`src/rtl/pipe_stage_reg.sv`:
```
// -----------------------------------------------------------------------------
// pipe_stage_reg
//
// Generic pipeline stage register for use between processor stages (IF/ID,
// ID/EX, EX/MEM, MEM/WB). It carries an opaque DATA_W-bit payload; callers
// pack and unpack their own fields.
//
// Each side uses a valid/ready handshake. A 2-entry skid buffer (main + skid)
// lets the stage sustain one transfer per cycle while in_ready comes straight
// from a flop. As a result, no combinational path runs from out_ready back to
// the upstream stage.
//
// Optional feature, enabled by defining PIPE_STAGE_PERF_EN:
//   stall_cnt / bubble_cnt performance counters. They saturate and clear
//   only on rst. When the macro is undefined, both ports are tied to zero.
//
// Parameters:
//   DATA_W   payload width in bits (>= 1)
//   RST_VAL  payload register value after reset
//   CNT_W    performance counter width
//
// Ports:
//   clk         rising-edge clock
//   rst         synchronous, active-high reset (highest priority)
//   flush       discard all held entries; payload registers keep old values
//   in_valid    upstream offers in_data
//   in_ready    stage can accept (registered)
//   in_data     upstream payload, sampled only on in_valid & in_ready
//   out_valid   out_data is valid
//   out_ready   downstream accepts
//   out_data    payload to downstream (registered, stable while stalled)
//   stall_cnt   cycles with out_valid=1 and out_ready=0
//   bubble_cnt  cycles with out_valid=0
// -----------------------------------------------------------------------------
module pipe_stage_reg #(
  parameter int                DATA_W  = 32,
  parameter logic [DATA_W-1:0] RST_VAL = '0,
  parameter int                CNT_W   = 32
) (
  input  logic              clk,
  input  logic              rst,
  input  logic              flush,
  input  logic              in_valid,
  output logic              in_ready,
  input  logic [DATA_W-1:0] in_data,
  output logic              out_valid,
  input  logic              out_ready,
  output logic [DATA_W-1:0] out_data,
  output logic [CNT_W-1:0]  stall_cnt,
  output logic [CNT_W-1:0]  bubble_cnt
);

  // Occupancy encoded as {m_v, s_v}. The code 2'b01 (skid full, main empty)
  // can never be reached: the skid entry is only filled while main is held.
  typedef enum logic [1:0] {
    OCC_EMPTY = 2'b00,
    OCC_ONE   = 2'b10,
    OCC_FULL  = 2'b11
  } occ_e;

  occ_e              state_q, state_d;
  logic              in_ready_q;
  logic [DATA_W-1:0] m_d, s_d;
  logic              m_v, s_v;
  logic              in_fire, out_fire;

  // Payload steering decided by the control process.
  logic              ld_m_from_in;
  logic              ld_m_from_skid;
  logic              ld_s_from_in;

  assign m_v      = (state_q != OCC_EMPTY);
  assign s_v      = (state_q == OCC_FULL);

  assign in_ready  = in_ready_q;
  assign out_valid = m_v;
  assign out_data  = m_d;

  assign in_fire  = in_valid & in_ready_q;
  assign out_fire = m_v & out_ready;

  // ---------------------------------------------------------------------------
  // Next-state and payload steering
  // ---------------------------------------------------------------------------
  always_comb begin
    // NOTE: every output of this block gets a default first, so no path
    // leaves a signal unassigned and no latch is inferred.
    state_d        = state_q;
    ld_m_from_in   = 1'b0;
    ld_m_from_skid = 1'b0;
    ld_s_from_in   = 1'b0;

    if (flush) begin
      // A same-cycle in_fire is acknowledged but dropped: no load is enabled.
      state_d = OCC_EMPTY;
    end else begin
      unique case (state_q)
        OCC_EMPTY: begin
          if (in_fire) begin
            state_d      = OCC_ONE;
            ld_m_from_in = 1'b1;
          end
        end
        OCC_ONE: begin
          if (in_fire && out_fire) begin
            ld_m_from_in = 1'b1;          // replace the departing entry
          end else if (in_fire) begin
            state_d      = OCC_FULL;      // main is stalled; park in skid
            ld_s_from_in = 1'b1;
          end else if (out_fire) begin
            state_d      = OCC_EMPTY;
          end
        end
        OCC_FULL: begin
          // in_ready is low here, so only draining is possible.
          if (out_fire) begin
            state_d        = OCC_ONE;
            ld_m_from_skid = 1'b1;
          end
        end
        default: state_d = OCC_EMPTY;
      endcase
    end
  end

  // ---------------------------------------------------------------------------
  // Control registers
  // ---------------------------------------------------------------------------
  // in_ready is computed from the next state so that it is a plain flop
  // output. It reads as !s_v at all times.
  always_ff @(posedge clk) begin
    // NOTE: sequential state uses non-blocking assignments so that every flop
    // samples the pre-edge values, independent of statement order.
    if (rst) begin
      state_q    <= OCC_EMPTY;
      in_ready_q <= 1'b1;
    end else begin
      state_q    <= state_d;
      in_ready_q <= (state_d != OCC_FULL);
    end
  end

  // ---------------------------------------------------------------------------
  // Payload registers
  // ---------------------------------------------------------------------------
  always_ff @(posedge clk) begin
    // NOTE: payload registers are reset so that out_data shows a defined
    // RST_VAL after reset. Flush deliberately leaves them untouched, because
    // the valid bits alone decide whether the contents mean anything.
    if (rst) begin
      m_d <= RST_VAL;
      s_d <= RST_VAL;
    end else begin
      if (ld_m_from_in) begin
        m_d <= in_data;
      end else if (ld_m_from_skid) begin
        m_d <= s_d;
      end
      if (ld_s_from_in) begin
        s_d <= in_data;
      end
    end
  end

  // ---------------------------------------------------------------------------
  // Performance counters
  // ---------------------------------------------------------------------------
`ifdef PIPE_STAGE_PERF_EN
  localparam logic [CNT_W-1:0] CNT_MAX = '1;
  localparam logic [CNT_W-1:0] CNT_ONE = {{(CNT_W-1){1'b0}}, 1'b1};

  logic [CNT_W-1:0] stall_q, bubble_q;

  // Counts cover cycles up to and including the previous edge. They saturate
  // rather than wrap, and flush does not affect them.
  always_ff @(posedge clk) begin
    if (rst) begin
      stall_q  <= '0;
      bubble_q <= '0;
    end else begin
      if (m_v && !out_ready && (stall_q != CNT_MAX)) begin
        stall_q <= stall_q + CNT_ONE;
      end
      if (!m_v && (bubble_q != CNT_MAX)) begin
        bubble_q <= bubble_q + CNT_ONE;
      end
    end
  end

  assign stall_cnt  = stall_q;
  assign bubble_cnt = bubble_q;
`else
  assign stall_cnt  = '0;
  assign bubble_cnt = '0;
`endif

endmodule

```
`config.mk`:
```
export PLATFORM = sky130hd
export DESIGN_NAME = pipe_stage_reg
export DESIGN_NICKNAME = d
export VERILOG_FILES = /design/src/rtl/pipe_stage_reg.sv
export SDC_FILE = /design/constraint.sdc
export NUM_CORES = 1
export LEC_CHECK = 0
export CORE_MARGIN = 4
export CORE_UTILIZATION = 40
export DETAILED_ROUTE_END_ITERATION = 8
export MAX_ROUTING_LAYER = met4
export PLACE_DENSITY = 0.79
export SLEW_MARGIN = 40
export SYNTH_ARGS = -nofsm -noshare
export SYNTH_HDL_FRONTEND = slang
export SYNTH_SLANG_ARGS = --single-unit
```
`constraint.sdc`:
```
create_clock -name clk -period 3.4 [get_ports clk]
set_input_delay 0.68 -clock clk [delete_from_list [all_inputs] [get_ports clk]]
set_output_delay 0.68 -clock clk [all_outputs]
set_load 0.03 [all_outputs]
```
### Word-level counts from Yosys, hierarchy flattened

Cells that the tools add are included.

| word-level totals | value |
|---|---|
| flip-flop bits (word level) | 67 |
| input port bits | 37 |
| output and inout port bits | 98 |

| operators by class | value |
|---|---|
| equal/unequal tests | 3 |
| muxes and demuxes | 19 |
| bitwise operators | 2 |
| reductions and logical operators | 4 |

Operator list:

| kind | number |
|---|---|
| $mux 32 | 2 |
| $mux 2 | 6 |
| $mux 1 | 9 |
| $pmux 2 s3 | 1 |
| $eq 2x2->1 const B | 2 |
| $reduce_bool 2->1 | 2 |
| $and 1x1->1 | 2 |
| $logic_not 2->1 | 1 |
| $ne 2x2->1 const B | 1 |
| $pmux 1 s2 | 1 |
| $logic_and 1x1->1 | 1 |

### Depth between registers and ports, before layout

Gate-level depths: netlist (run 1).

| depth | value |
|---|---|
| word-level depth | 8 |
| gate-level depth with buffers | 5 |

### Worst setup path before layout (run 1)

No wires, ideal clock.

| timing | value |
|---|---|
| path type | input to register |
| from | input port out_ready |
| to | register m_d[23] (netlist: out_data[23]) |
| library setup time | 0.139 ns |
| arrival time | 1.400 ns |
| data required time | 3.261 ns |
| setup slack | 1.860 ns |
| cell stages on the path | 5 |
| path through | and2b_1 buf_4 buf_2 nor3_1 a311oi_2 |

| between the ends | value |
|---|---|
| word-level cells in the longest chain between the ends | 6 |
| elaborated cells on any way between the ends | 10 |
| classes of those cells | 7 x mux; 1 x bitwise; 2 x reduce/logical |

RTL lines:

| item | RTL line | source |
|---|---|---|
| start, declared | 47 | `input logic out_ready,` |
| $and 1x1->1 (*) | 80 | `assign out_fire = m_v & out_ready;` |
| $logic_and 1x1->1 | 105 | `if (in_fire && out_fire) begin` |
| $mux 1 | 105 |  |
| $pmux 1 s2 | 97 | `unique case (state_q)` |
| $mux 1 | 93 | `if (flush) begin` |
| $mux 32 / $reduce_bool 2->1 (equally long branches) | n/a |  |
| end signal, assigned | 155 | `m_d <= in_data;` |
| end, declared | 63 | `logic [DATA_W-1:0] m_d, s_d;` |

Mark *: on every way between the ends. The rest lies on a longest branch, timed or not.
A chain may end at the register's enable or synchronous reset.

### Worst setup path after layout (run 1)

| timing | value |
|---|---|
| from | input port flush |
| to | register m_d[4] (netlist: out_data[4]) |

| between the ends | value |
|---|---|
| word-level cells in the longest chain between the ends | 2 |
| elaborated cells on any way between the ends | 4 |
| classes of those cells | 3 x mux; 1 x reduce/logical |

RTL lines:

| item | RTL line | source |
|---|---|---|
| start, declared | 42 | `input logic flush,` |
| $mux 1 | 93 |  |
| $mux 32 / $reduce_bool 2->1 (equally long branches) | n/a |  |

Several ways; a longest one is shown, not always the timed one.

==> out/results.txt, run 1 <==
The flow ran to the end, and the final reports show no timing, DRC or antenna violations. The signal on the critical path passes through clkdlybuf4s50_1 -> and4bb_1 -> nand2_4 -> a311oi_1. After detailed routing, the number of remaining DRC violations is 0.

In this run, distinct cell masters in the synthesized netlist total 27. For the first-iteration detailed-routing DRC count, the log shows 173. The number of fill cells in the layout is 762, and the maximum clock frequency is 0.410 GHz. Vertical extent of the die: 99.8 um. The tightest min-delay check is of the reg -> reg type.

Entering global routing, the biggest net connects 65 pins. The later pin in the worst-skew pair is clocked with a latency of 0.34 ns. The tool flagged a number of max-cap violations equal to 0.

The worst setup path is captured at a flop. The area enclosed by the die boundary is 0.00995 mm2, and the ratio of cells with drive above 1 in the final layout is 0.0738. Data on the critical path is required at its endpoint by 3.63 ns. The remaining global-route overflow is 0.

The number of cells on the worst hold path was 2; the area of the core was 0.00822 mm2. Most used routing layer: met2. The sequential area share after synthesis is 0.398.

In this run the register-to-register setup slack is 1.50 ns. Setup repair after global routing left no endpoint under its margin. After routing, the total negative slack on setup checks comes to 0 ns. Overall track demand over capacity in global routing: 0.160. STA classifies the critical path startpoint as an input port. The number of antenna diodes in the final layout is 0. From left edge to right edge, the die measures 99.8 um.

The worst clock skew on the final layout is 0.0115 ns, and the register clock-pin slew on the reported worst setup and hold paths is 0.07 ns. Buffers inserted to repair hold after CTS numbered 0. After routing the design area is 0.00398 mm2. The startpoint identified for the worst hold timing path is s_d[19]$_SDFFE_PP0P_. After synthesis the cells add up to 0.00337 mm2.

CTS root buffer: sky130_fd_sc_hd__clkbuf_8. Counting cells, the worst reg-to-reg path comes to 3. Once the clock tree was built, the setup fixing pass inserted 0 buffers. The tools report the via count as 2936. The clock passes through at most 2 buffers. The run gives 2701 as the number of global-route vias before repair. For the number of placement rows, the log shows 33. The library cells used most frequently in the layout, excluding fill and tap cells, are sky130_fd_sc_hd__clkdlybuf4s50_1 (69), sky130_fd_sc_hd__dfxtp_1 (67), sky130_fd_sc_hd__nand2_1 (64), sky130_fd_sc_hd__conb_1 (64), sky130_fd_sc_hd__a21oi_1 (33). Setup slack closes at 0.963 ns. The number of nets in the layout is 493. The TritonCTS buffer count was 9; the level count of the clock H-tree was 3. The total of endpoints with negative setup slack in the final report was 0. Once placement completed, the tool counted placed cells totaling 550.

The power density over cell area is 461 mW/mm2, and the number of resized instances in the post-cts repair step is 0. Launch point of the worst reg-to-reg path: state_q[0]$_SDFF_PP0_. The routing usage on met1 is 0.199, and the placed cell area is 0.00378 mm2. The logs give 67 for the number of clock sinks and 135 for the count of boundary I/O pins.

The largest stage delay on the critical path came out at 0.74 ns. The leakage power of the design is 1.40 nW, and the transition time at the pin with the least slew margin is 0.811 ns. The average instance in the mapped netlist occupies 8.26 um2. The relative slew slack was 0.459. The tools report the routing usage on met2 as 0.247. The worst-case IR drop observed on VDD is 0.000215 V.

The number of warnings printed during yosys synthesis is 0. The reg-to-reg critical path endpoint is out_data[4]$_SDFFE_PP0P_. The share of the clock period used by the worst path is 0.717, and the final HPWL from detailed placement is 5160 um. Port buffering added 70 buffers.

STA puts the critical path data arrival time at 2.67 ns. Once layout is complete, the cells apart from fillers number 566. Pre-CTS setup slack: 0.642 ns. The largest individual stage delay along the critical path comes from the cell sky130_fd_sc_hd__and4bb_1. The logs give 0 for the hold violation count in the final report and 0 for the number of nets still failing antenna checks after routing. The number of antenna violations at the first check in global routing is 0. The maximum fanout along the worst path was 32; the met3 track utilization from global routing was 0.0302.

The run gives 408 as the number of cells produced by synthesis. Routability-driven placement finished with a final weighted congestion of 0.725. The critical path in this run is classified as in -> reg. Dividing the detail-routed wire length by the instance count gives 14.4 um. The layout overhead on the synthesized area is 18.0%, and the initial core utilization is 0.410. Dividing the detail-routed via count by the number of cells gives 5.19.

The final layout contains routed wiring with a total length of 8160 um. The most frequent standard cell in the layout excluding fill and tap cells was sky130_fd_sc_hd__clkdlybuf4s50_1. In this run, synthesis produced a sequential element count of 67. The path with the worst hold slack has its endpoint at out_data[19]$_SDFFE_PP0P_.

For the number of optimization iterations in the first detailed-route pass, the log shows 5. The max-slew violation count is 0. TritonCTS built the clock tree. The minimum clock period after layout came out at 2.44 ns.

The first-pass GRT wire length is 12700 um.
==> area by class of cell <==
class | count | area [um2] | area share
tap | 105 | 131 | 0.0331
timing repair buffer | 77 | 748 | 0.188
sequential | 67 | 1340 | 0.337
clock buffer | 11 | 141 | 0.0356
multi-input combinational | 301 | 1560 | 0.393
clock inverter | 5 | 52.6 | 0.0132
==> critical path: cells and delay by family <==
| family | cells | cell delay (ns) |
|---|---|---|
| AOI/OAI and AO/OA | 1 | 0.33 |
| buffers and inverters | 1 | 0.51 |
| and+or+nand+nor | 2 | 1.14 |
==> Yosys cell counts <==
cell,instances,share of area
sky130_fd_sc_hd__or2_2,1,0.0019
sky130_fd_sc_hd__and4b_1,1,0.0030
sky130_fd_sc_hd__buf_6,6,0.020
sky130_fd_sc_hd__nand2_1,64,0.071
sky130_fd_sc_hd__o21ai_1,3,0.0045
sky130_fd_sc_hd__clkbuf_2,2,0.0030
sky130_fd_sc_hd__and3b_1,1,0.0026
sky130_fd_sc_hd__dfxtp_1,67,0.40
sky130_fd_sc_hd__a311oi_2,7,0.031
sky130_fd_sc_hd__nor3_1,32,0.048
sky130_fd_sc_hd__a21oi_1,33,0.049
sky130_fd_sc_hd__nand2b_1,1,0.0019
sky130_fd_sc_hd__a311oi_1,25,0.065
sky130_fd_sc_hd__and2b_1,1,0.0022
sky130_fd_sc_hd__buf_2,16,0.024
sky130_fd_sc_hd__or4_1,1,0.0022
sky130_fd_sc_hd__nand2_4,1,0.0033
sky130_fd_sc_hd__nand4bb_1,1,0.0033
sky130_fd_sc_hd__and4bb_1,1,0.0037
sky130_fd_sc_hd__conb_1,1,0.0011
sky130_fd_sc_hd__clkbuf_1,11,0.012
sky130_fd_sc_hd__nor4_1,1,0.0019
sky130_fd_sc_hd__o21ai_0,29,0.043
sky130_fd_sc_hd__nand3_1,32,0.048
sky130_fd_sc_hd__nand4b_1,1,0.0026
sky130_fd_sc_hd__buf_4,68,0.15
sky130_fd_sc_hd__a211oi_1,1,0.0022
==> registers in the layout, summed over array words and instances, names as in the netlist <==
name and cells:
out_data 32, s_d 32, state_q 2, in_ready 1
==> worst max path at each step <==
| stage | start | end | depth (start not counted) |
|---|---|---|---|
| 3_3_place_gp | flush | out_data[16]$_SDFFE_PP0P_ | 4 |
| 2_1_floorplan | out_ready | out_data[23]$_SDFFE_PP0P_ | 5 |
| 6_report | flush | out_data[4]$_SDFFE_PP0P_ | 4 |
| 5_1_grt | flush | out_data[22]$_SDFFE_PP0P_ | 4 |
| 3_5_place_dp | flush | out_data[27]$_SDFFE_PP0P_ | 4 |
| 4_1_cts | flush | out_data[4]$_SDFFE_PP0P_ | 4 |
==> report_power, final <==
group | total (mW) | switching [mW] | internal [mW]
registers | 0.832 | 0.0168 | 0.815
clock network | 0.648 | 0.292 | 0.355
logic | 0.353 | 0.241 | 0.112
==> cell families (layout without fill, tap and decap cells) <==
logic type,count (synthesis),in the layout,synth area share
buf+inv,103,93,0.211
simple gates,139,139,0.195
compound gates,98,98,0.195
flops,67,67,0.398
other cells,1,64,0.00111
==> metal layers <==
metal / share of wire / vias to the layer above
met5: 0 / -
met1: 0.42 / 1375
li1: - / 1403
met4: 0.013 / 0
met3: 0.086 / 9
met2: 0.48 / 149
==> metrics by stage <==
| stage | hold WS [ns] | total power, mW | utilization |
|---|---|---|---|
| final | 0.475 | 1.83 | 0.484 |
| after global routing | 0.494 | 1.90 | 0.484 |
| after CTS | 0.478 | 1.85 | 0.484 |
| after detailed placement | 0.467 | 1.20 | 0.460 |
| after global placement | 0.459 | 1.20 | 0.460 |
| after floorplan | 0.454 | 1.14 | - |
No activity file was read; power rests on OpenSTA's default activity.
==> run 2: changes to the inputs <==
Clock period 3.4 ns to 2.4 ns, I/O delays scaled along.
==> run 2 against run 1 <==
  * First-iteration DRC count fell by 7.5%
  * Non-clock buffer count increased by 6
  * Core utilization up 0.55 points
  * Clock skew down 0.0056 ns
  * Sequential cell count stayed put
  * Highest routed layer unchanged
  * Routed wire length is 2.6% higher
  * Via count rose by 0.17%
  * Hold slack gained 0.0054 ns
  * Final cell count up 0.71%
==> out/results.txt, run 2 (synthesis gave the netlist of run 1 again) <==
The maximum fanout along the worst path came out at 6 (-81%). The worst hold path belongs to the class reg -> reg. The share of the clock period used by the worst path came out at 0.855.

Traced cell by cell, the critical path runs through or2_2 -> clkdlybuf4s50_1. The number of placed instances, taps included came out at 556 (+1.1%). Final core utilization: 0.489 (+0.00548).

The number of cell instances on the worst register-to-register path came out at 3 (unchanged). Sum of buffers and inverters on the critical path: 1 (unchanged). The layout overhead on the synthesized area works out to 19.4%. The number of nets in the layout was 499 (+1.2%); the max-slew violation count was 0 (unchanged). The leakage power of the design is 1.43 nW (+2.3%), and the register clock-pin slew on the reported worst setup and hold paths is 0.07 ns (about the same). The launch point of the worst reg-to-reg path was state_q[0]$_SDFF_PP0_. The tools report the number of violations of the max-capacitance limit as 0 (unchanged).

Leaving out fill and tap cells, the most frequent cells in the layout are sky130_fd_sc_hd__clkdlybuf4s50_1 (69), sky130_fd_sc_hd__dfxtp_1 (67), sky130_fd_sc_hd__nand2_1 (64), sky130_fd_sc_hd__conb_1 (64), sky130_fd_sc_hd__a21oi_1 (33). Number of antenna violations at the first check in global routing: 0 (unchanged). The tools report the overall track demand over capacity in global routing as 0.167 (+0.00636).

The number of placement rows was 33 (unchanged); the largest net degree at the start of global routing was 39 (-40%). The number of buffers inserted by post-CTS setup repair was 0 (unchanged). The remaining global-route overflow was 0 (unchanged); the routed wire length per instance was 14.7 um (+1.9%). Setup repair after global routing left no endpoint under its margin. The first-pass GRT wire length was 13100 um (+3.4%); the level count of the clock H-tree was 3 (unchanged). The clock tree buffer depth is 2 (unchanged). The flow ran to the end, and the final reports show no timing, DRC or antenna violations. The run gives 0 (unchanged) as the number of nets still failing antenna checks after routing.

The run gives 67 (unchanged) as the number of clock sinks. The data arrival time of the critical path was 1.57 ns (-1.10 ns). The relative slew slack is 0.538 (+0.0783). The via count normalized by instance count came out at 5.16 (-0.53%). The via count is 2941 (+0.17%).

The worst hold path terminates at s_d[8]$_SDFFE_PP0P_. Timing would allow up to 0.487 GHz. The die extent in x came out at 99.8 um (unchanged). Reg-to-reg critical path endpoint: out_data[4]$_SDFFE_PP0P_. The first-iteration detailed-routing DRC count was 160 (-7.5%).

The minimum clock period after layout was 2.05 ns; the count of hold-fix buffers inserted at cts was 0 (unchanged). The number of global-route vias before repair was 2712 (+0.41%). The transition time at the pin with the least slew margin was 0.693 ns (-0.117 ns).

The logs give 8370 um (+2.6%) for the final wirelength and 0.780 (+7.6%) for the placer's final routability congestion estimate. For the post-detailed-route DRC marker count, the log shows 0 (unchanged). The register-to-register path setup slack came out at 0.92 ns (-0.58 ns). The area taken by flip-flops and latches was 0.00134 mm2 (unchanged). The run gives 4 (-1) as the number of optimization iterations in the first detailed-route pass. STA classifies the critical path endpoint as an output pin. The number of buffers inserted by port buffering works out to 70 (unchanged).

The largest stage delay on the critical path is 0.59 ns (-0.15 ns), and the final HPWL from detailed placement is 5440 um (+5.5%). The number of fill cells in the layout was 790 (+3.7%). The run gives 0.000222 V (+3.4%) as the worst vdd rail ir drop. Among cell families on the critical path, the largest total delay comes from buffers and inverters.

The number of resized instances in the post-cts repair step came out at 0 (unchanged). The most frequent standard cell in the layout excluding fill and tap cells is sky130_fd_sc_hd__clkdlybuf4s50_1. The power density over cell area is 641 mW/mm2 (+39%), and the area of the core is 0.00822 mm2 (unchanged). The count of boundary I/O pins is 135 (unchanged), and the TritonCTS buffer count is 9 (unchanged). The area taken by multi-input logic gates is 0.00156 mm2 (unchanged), and the ratio of cells with drive above 1 in the final layout is 0.0817 (+0.00797).

In this run the most critical hold path is launched from s_d[8]$_SDFFE_PP0P_. The vertical extent of the die works out to 99.8 um (unchanged). TritonCTS built the clock tree.

The critical path data required time came out at 1.92 ns (-1.71 ns). For this design, the slowest cell found on the critical path is sky130_fd_sc_hd__clkdlybuf4s50_1. Later-pin clock latency in the skew report: 0.33 ns (about the same). The total of endpoints with negative setup slack in the final report was 0 (unchanged); the number of cells on the worst hold path was 2 (unchanged).

CTS root buffer: sky130_fd_sc_hd__clkbuf_8. Startpoint-to-endpoint class of the critical path: reg -> out. The hold violation count in the final report is 0 (unchanged), and the filler-free cell count of the finished design is 570 (+0.71%). The area enclosed by the die boundary came out at 0.00995 mm2 (unchanged).

The worst clock skew on the final layout was 0.00590 ns (-0.00560 ns). The total negative slack was 0 ns (unchanged). The worst setup path is launched from a flop. The tools report the worst slack on hold paths as 0.480 ns (+0.00544 ns). The number of inserted diodes is 0 (unchanged), and the initial core utilization is 0.410 (unchanged).
run 2: worst max path at each step:
| stage | cells after the start | slack, ns | endpoint | start |
|---|---|---|---|---|
| 2_1_floorplan | 5 | 1.06 | out_data[27]$_SDFFE_PP0P_ | in_ready$_SDFF_PP1_ |
| 3_3_place_gp | 4 | 0.38 | out_data[14]$_SDFFE_PP0P_ | flush |
| 3_5_place_dp | 4 | 0.31 | out_data[8]$_SDFFE_PP0P_ | flush |
| 4_1_cts | 2 | 0.32 | out_valid | state_q[1]$_SDFF_PP0_ |
| 5_1_grt | 2 | 0.29 | out_valid | state_q[1]$_SDFF_PP0_ |
| 6_report | 2 | 0.35 | out_valid | state_q[1]$_SDFF_PP0_ |
run 2: layer usage:
metal	routed length, um	GRT usage
met5	0	-
met4	126	0.0777
met3	527	0.0323
met2	4020	0.251
met1	3700	0.215
run 2: cell type report:
| class | count | share of cell area |
|---|---|---|
| clock buffers | 11 | 0.0352 |
| clock inverters | 3 | 0.00996 |
| multi-input cells | 301 | 0.388 |
| flip-flops and latches | 67 | 0.334 |
| well taps | 105 | 0.0327 |
| repair buffers | 83 | 0.200 |
run 2: metrics by stage:
| stage | worst slack [ns] | area [um2] | total power [mW] |
|---|---|---|---|
| 2_1_floorplan | 1.06 | 3600 | 1.61 |
| 3_3_place_gp | 0.384 | 3840 | 1.70 |
| 3_5_place_dp | 0.307 | 3840 | 1.70 |
| 4_1_cts | 0.321 | 4020 | 2.61 |
| 5_1_grt | 0.286 | 4020 | 2.69 |
| 6_report | 0.348 | 4020 | 2.58 |
run 2: power by group:
part	internal, mW	total [mW]	switching, mW	leakage [nW]
sequential	1.15	1.18	0.0243	0.546
clock	0.494	0.892	0.398	0.0950
combinational	0.163	0.506	0.343	0.789
run 2: worst min-delay path, delay by kind of cell (launching register included):
family,cells,cell delay (ns)
AOI/OAI and AO/OA,2,0.13
DFF,1,0.31
